`config.mk`:
```
export PLATFORM = sky130hd
export DESIGN_NAME = uart_mult_byte_tx
export DESIGN_NICKNAME = d
export VERILOG_FILES = /design/src/rtl/uart_mult_byte_tx_pkg.sv /design/src/rtl/uart_byte_tx.sv /design/src/rtl/uart_mult_byte_tx.sv
export SDC_FILE = /design/constraint.sdc
export NUM_CORES = 1
export LEC_CHECK = 0
export BUFFER_PORTS_ARGS = -buffer_cell sky130_fd_sc_hd__buf_2
export CORE_ASPECT_RATIO = 0.5
export CORE_UTILIZATION = 45
export CTS_BUF_LIST = sky130_fd_sc_hd__clkbuf_8 sky130_fd_sc_hd__clkbuf_16
export CTS_CLUSTER_SIZE = 12
export DETAILED_ROUTE_END_ITERATION = 10
export GPL_TIMING_DRIVEN = 0
export SYNTH_ARGS = -nofsm -noshare
export SYNTH_HDL_FRONTEND = slang
export SYNTH_SLANG_ARGS = --single-unit
```
`constraint.sdc`:
```
create_clock -name sys_clk -period 14.3 [get_ports sys_clk]
set_clock_uncertainty 0.05 [all_clocks]
set_input_delay 2.86 -clock sys_clk [delete_from_list [all_inputs] [get_ports sys_clk]]
set_output_delay 2.86 -clock sys_clk [all_outputs]
set_load 0.03 [all_outputs]
```
`src/rtl/uart_mult_byte_tx_pkg.sv`:
```
// Shared constants for the multi-byte UART link: frame header bytes, FSM states
// and the baud divider derivation also used by uart_mult_byte_rx.
package uart_mult_byte_tx_pkg;

  localparam logic [7:0] FRAME_HEAD0 = 8'h55;
  localparam logic [7:0] FRAME_HEAD1 = 8'hAA;

  // Two header bytes, length, command and checksum wrap the payload.
  localparam int unsigned FRAME_OVERHEAD = 5;

  typedef enum logic {
    StIdle,
    StSend
  } tx_state_e;

  function automatic int unsigned calc_bps_cnt(input int unsigned clk_freq,
                                               input int unsigned uart_bps);
    return clk_freq / uart_bps;
  endfunction

endpackage

```
`src/rtl/uart_byte_tx.sv`:
```
// 8N1 byte serialiser. A new byte may be started on the last cycle of the
// previous stop bit, so back-to-back bytes leave no gap on the line.
module uart_byte_tx #(
  parameter int unsigned BPS_CNT = 434
) (
  input  logic       sys_clk,
  input  logic       sys_rst_n,
  input  logic       byte_start,
  input  logic [7:0] byte_data,
  output logic       txd,
  output logic       byte_busy,
  output logic       byte_done
);

  localparam int unsigned BAUD_W = (BPS_CNT > 1) ? $clog2(BPS_CNT) : 1;
  localparam logic [BAUD_W-1:0] BAUD_LAST = BAUD_W'(BPS_CNT - 1);

  logic [BAUD_W-1:0] r_baud;
  logic [3:0]        r_bit;
  logic [8:0]        r_shift;
  logic              r_busy;
  logic              r_txd;
  logic              w_bit_end;
  logic              w_last;

  assign w_bit_end = (r_baud == BAUD_LAST);
  assign w_last    = r_busy && w_bit_end && (r_bit == 4'd9);

  always_ff @(posedge sys_clk) begin
    if (sys_rst_n) begin
      r_txd   <= 1'b1;
      r_busy  <= 1'b0;
      r_baud  <= '0;
      r_bit   <= '0;
      r_shift <= '0;
    end else if (byte_start && (!r_busy || w_last)) begin
      // Start bit goes out now; shifter holds data bits then the stop bit.
      r_txd   <= 1'b0;
      r_busy  <= 1'b1;
      r_baud  <= '0;
      r_bit   <= '0;
      r_shift <= {1'b1, byte_data};
    end else if (r_busy) begin
      if (w_bit_end) begin
        r_baud <= '0;
        if (r_bit == 4'd9) begin
          r_busy <= 1'b0;
          r_txd  <= 1'b1;
        end else begin
          r_bit   <= r_bit + 4'd1;
          r_txd   <= r_shift[0];
          r_shift <= {1'b1, r_shift[8:1]};
        end
      end else begin
        r_baud <= r_baud + BAUD_W'(1);
      end
    end
  end

  assign txd       = r_txd;
  assign byte_busy = r_busy;
  assign byte_done = w_last;

endmodule

```
`src/rtl/uart_mult_byte_tx.sv`:
```
// Packet UART transmitter: latches command + payload, frames them as
// 55 AA len cmd payload... checksum, and streams the frame through uart_byte_tx.
module uart_mult_byte_tx
  import uart_mult_byte_tx_pkg::*;
#(
  parameter int unsigned CLK_FREQ  = 50_000_000,
  parameter int unsigned UART_BPS  = 115200,
  parameter int unsigned PAY_BYTES = 8
) (
  input  logic                   sys_clk,
  input  logic                   sys_rst_n,
  input  logic                   tx_start,
  input  logic [7:0]             tx_cmd,
  input  logic [8*PAY_BYTES-1:0] tx_payload,
  output logic                   uart_txd,
  output logic                   tx_busy,
  output logic                   tx_done
);

  localparam int unsigned BPS_CNT     = calc_bps_cnt(CLK_FREQ, UART_BPS);
  localparam int unsigned FRAME_BYTES = PAY_BYTES + FRAME_OVERHEAD;
  localparam int unsigned IDX_W       = $clog2(FRAME_BYTES);
  localparam logic [IDX_W-1:0] LAST_IDX = IDX_W'(FRAME_BYTES - 1);

  tx_state_e        r_state;
  logic             r_busy;
  logic             r_done;
  logic [IDX_W-1:0] r_idx;
  logic [7:0]       r_frame [FRAME_BYTES];

  logic             w_accept;
  logic             w_byte_start;
  logic             w_byte_busy;
  logic             w_byte_done;
  logic [7:0]       w_byte_data;
  logic [7:0]       w_csum;
  logic [IDX_W-1:0] w_next_idx;

  assign w_accept   = (r_state == StIdle) && !w_byte_busy && tx_start;
  assign w_next_idx = r_idx + IDX_W'(1);

  // Next byte is handed over on the stop bit's final cycle, so the index
  // update and the serialiser reload happen on the same edge.
  assign w_byte_start = w_accept ||
                        ((r_state == StSend) && w_byte_done && (r_idx != LAST_IDX));
  assign w_byte_data  = (r_state == StIdle) ? FRAME_HEAD0 : r_frame[w_next_idx];

  always_comb begin
    w_csum = 8'(PAY_BYTES) + tx_cmd;
    for (int i = 0; i < PAY_BYTES; i++) begin
      w_csum = w_csum + tx_payload[8*i +: 8];
    end
  end

  always_ff @(posedge sys_clk) begin
    if (w_accept) begin
      r_frame[0] <= FRAME_HEAD0;
      r_frame[1] <= FRAME_HEAD1;
      r_frame[2] <= 8'(PAY_BYTES);
      r_frame[3] <= tx_cmd;
      for (int i = 0; i < PAY_BYTES; i++) begin
        r_frame[4 + i] <= tx_payload[8*i +: 8];
      end
      r_frame[FRAME_BYTES-1] <= w_csum;
    end
  end

  always_ff @(posedge sys_clk) begin
    if (sys_rst_n) begin
      r_state <= StIdle;
      r_busy  <= 1'b0;
      r_done  <= 1'b0;
      r_idx   <= '0;
    end else begin
      r_done <= 1'b0;
      unique case (r_state)
        StIdle: begin
          if (w_accept) begin
            r_state <= StSend;
            r_busy  <= 1'b1;
            r_idx   <= '0;
          end
        end
        StSend: begin
          if (w_byte_done) begin
            if (r_idx == LAST_IDX) begin
              r_state <= StIdle;
              r_busy  <= 1'b0;
              r_done  <= 1'b1;
              r_idx   <= '0;
            end else begin
              r_idx <= w_next_idx;
            end
          end
        end
        default: r_state <= StIdle;
      endcase
    end
  end

  uart_byte_tx #(
    .BPS_CNT(BPS_CNT)
  ) u_byte_tx (
    .sys_clk   (sys_clk),
    .sys_rst_n (sys_rst_n),
    .byte_start(w_byte_start),
    .byte_data (w_byte_data),
    .txd       (uart_txd),
    .byte_busy (w_byte_busy),
    .byte_done (w_byte_done)
  );

  assign tx_busy = r_busy;
  assign tx_done = r_done;

endmodule

```
==> impl_metrics.tcl <==
set metrics [dict create \
    outcome "complete, but fails checks" \
    failed_checks "DRC" \
    cp-start-kind "input port" \
    antennaDiodeCount 0 \
    initial_core_util 0.470 \
    syn_to_final_growth_pct 15.5 \
    fin_tns_setup_ns 0 \
    num_vias 3843 \
    avgViaCountPerCell 5.15 \
    grt_pass1_vias 3832 \
    relSlewSlack 0.348 \
    synth_nets 619 \
    period_minus_slack_ns 6.84 \
    drive_above_1_share 0.208 \
    ys_types 53 \
    cts_tree "built" \
    synth_top_area_frac 0.396 \
    netlist_area_um2 6070 \
    hold_buffers 0 \
    ir_drop_mv 0.109 \
    wl_mm 12.4 \
    synthMuxAreaShare 0.0614 \
    max_freq_mhz 146 \
    report.final.slew_viol_count 0 \
    tightest_slew_ns 0.975 \
    synth_xor_area_frac 0.0476 \
    syn_inst 483 \
    layout.nets 707 \
    cap_violations 0 \
    grt_max_degree 57 \
    powerDensity_nw_per_um2 154 \
    cts_buffer_depth 2 \
    port_buffers 76 \
    ios 78 \
    period_share 0.478 \
    antenna_found_initial 0 \
    timing.hold.ws_ns 0.402 \
    cp_max_fo 2 \
    crit_buf_inv 5 \
    hold_violations 0 \
    cts.htree.levels 3 \
    synth_edf_count 80 \
    critPathSlowestCell "fa_1" \
    dp_hpwl_mm 9.45 \
    cts-root-buf "clkbuf_16" \
    die_y_um 84.1 \
    leakage_nw 2.80 \
    ys.flop_type "edfxtp_1" \
    grt_pass1_wl_mm 19.9 \
    cpPeakStageDelay_ns 0.59 \
    yosysTopAreaCell "edfxtp_1" \
    synth_compound_area_frac 0.0701 \
    cp.required_ns 14.34 \
    dieArea_um2 14000 \
    dr.pass1.iters 7 \
    async_reset_ff_frac 0 \
    cp_top_family "adder cells" \
    core_area_um2 12900 \
    grt_use_total 0.190 \
    yosys-top-cells-area "edfxtp_1, fa_1, dfxtp_1" \
    grt_setup_unrepaired "no" \
    die_w_um 166 \
    seq_area_frac_synth 0.498 \
    yosysWarnings 0 \
    grt-ovfl-total 0 \
    rows 29 \
    hold_path.class "reg2reg" \
    drc 3 \
    synthAdderAreaFrac 0.181 \
    synth-simple-area-share 0.0855 \
    ant_nets 0 \
    synth_top_family_by_area "adder cells" \
    clk_latency_ns 0.36 \
    ctsResizeCount 0 \
    ys_ff_latch 111 \
    endpoint_kind "flip-flop" \
    gp_congestion 0.822 \
    setup_viol_count_final 0 \
    wl_per_cell_um 16.6 \
    crit_type "in2reg" \
    cts_buffers 9 \
    clkTransAtPathRegs_ns 0.08 \
    path_cells "buf_2, inv_1, fa_1, inv_1, fa_1, fa_1, inv_1, fa_1, inv_1, ha_1, a21o_1, a21oi_1, o21ai_0, o41ai_1, xnor2_1" \
    drt_iter0_markers 205 \
    postCtsSetupBuffers 0 \
    clkSinkCount 111 \
    worstPathArrival_ns 6.88 \
    avgSynthCellArea_um2 12.6 \
]
-- layout make-up --
cell class | count | area, um^2
fill | 1125 | 5910
sequential | 111 | 3020
multi-input combinational | 286 | 2710
timing repair buffer | 77 | 408
inverter | 73 | 277
clock buffer | 10 | 250
tap | 170 | 213
clock inverter | 6 | 65.1
buffer | 13 | 65.1
-- cells by family after synthesis --
group           count (synthesis)
xor+xnor                       33
buf+inv                        86
compound gates                 67
mux                            18
flops                         111
simple gates                  107
fa+ha+maj                      61
-- sequential cells by signal, summed over array words and instances (netlist names), 4 cells and up --
name               flops
r_idx                  4
u_byte_tx.r_baud       9
r_frame               80
u_byte_tx.r_bit        4
u_byte_tx.r_shift      9
-- power breakdown --
| group | switching [W] | total, W | internal (W) | leakage, nW |
|---|---|---|---|---|
| sequential | 0.00000872 | 0.000411 | 0.000402 | 1.01 |
| combinational | 0.000225 | 0.000405 | 0.000180 | 1.64 |
| clock | 0.000129 | 0.000264 | 0.000135 | 0.156 |
-- final timing paths --
check | end | cells after the start | startpoint | slack (ns)
worst min register to register | u_byte_tx.r_shift[8] | 2 | u_byte_tx.r_shift[8] | 0.40
worst max register to register | u_byte_tx.r_shift[4] | 10 | r_idx[0] | 11.30
worst min-delay path | u_byte_tx.r_shift[8] | 2 | u_byte_tx.r_shift[8] | 0.40
worst max-delay path | r_frame[12][7] | 15 | tx_cmd[1] | 7.46
-- metrics by stage --
step | total power, W | worst slack (ns) | std cells | cell area [um^2] | utilization
finish | 0.00108 | 7.46 | 746 | 7010 | 0.543
global route | 0.00115 | 7.18 | 746 | 7010 | 0.543
CTS | 0.00109 | 7.41 | 746 | 7010 | 0.543
detailed placement | 0.000822 | 7.08 | 730 | 6690 | 0.518
global placement | 0.000813 | 7.08 | 729 | 6660 | 0.516
floorplan | 0.000724 | 7.69 | 483 | 6070 | -
-- layer usage --
layer  GRT usage  vias to the layer above  routed length [um]
met5           0                        -                   0
met4      0.0581                        0                 154
met3      0.0351                       16                 577
met2       0.288                      105                5370
met1       0.280                     1880                6270
li1            -                     1842                   -
-- synthesized netlist by cell type, types with 5 or more instances --
library cell / n
nand2_1: 26
xnor2_1: 23
edfxtp_1: 80
o21ai_0: 15
dfxtp_1: 31
a22oi_1: 6
xor2_1: 10
a21oi_1: 16
nor2_1: 44
nor3_1: 6
mux4_2: 14
fa_1: 45
nand3b_1: 5
ha_1: 16
o22ai_1: 8
inv_1: 73
clkbuf_1: 7
-- worst reg2reg max path: stages (launching register included) --
cell	delay, ns
dfxtp_1	0.35
buf_6	0.17
buf_2	0.30
inv_1	0.17
ha_1	0.46
clkbuf_1	0.53
mux4_2	0.45
nor2_1	0.11
nor2_1	0.06
o22ai_1	0.13
o22ai_1	0.10
-- cell usage in the layout, fill, tap and decap left out, drive strengths merged, types with 4 or more instances in the layout --
| cell type | instances |
|---|---|
| nor2 | 45 |
| nand4 | 4 |
| a211oi | 4 |
| buf | 83 |
| mux4 | 15 |
| ha | 16 |
| nand3 | 5 |
| a22oi | 6 |
| a21oi | 16 |
| inv | 78 |
| dfxtp | 31 |
| nand2 | 26 |
| edfxtp | 80 |
| nand3b | 5 |
| o21ai | 15 |
| xor2 | 10 |
| fa | 45 |
| clkbuf | 17 |
| nor3 | 6 |
| nor2b | 4 |
| o22ai | 8 |
| xnor2 | 23 |
Note: power is estimated with default switching activity, not from simulation.
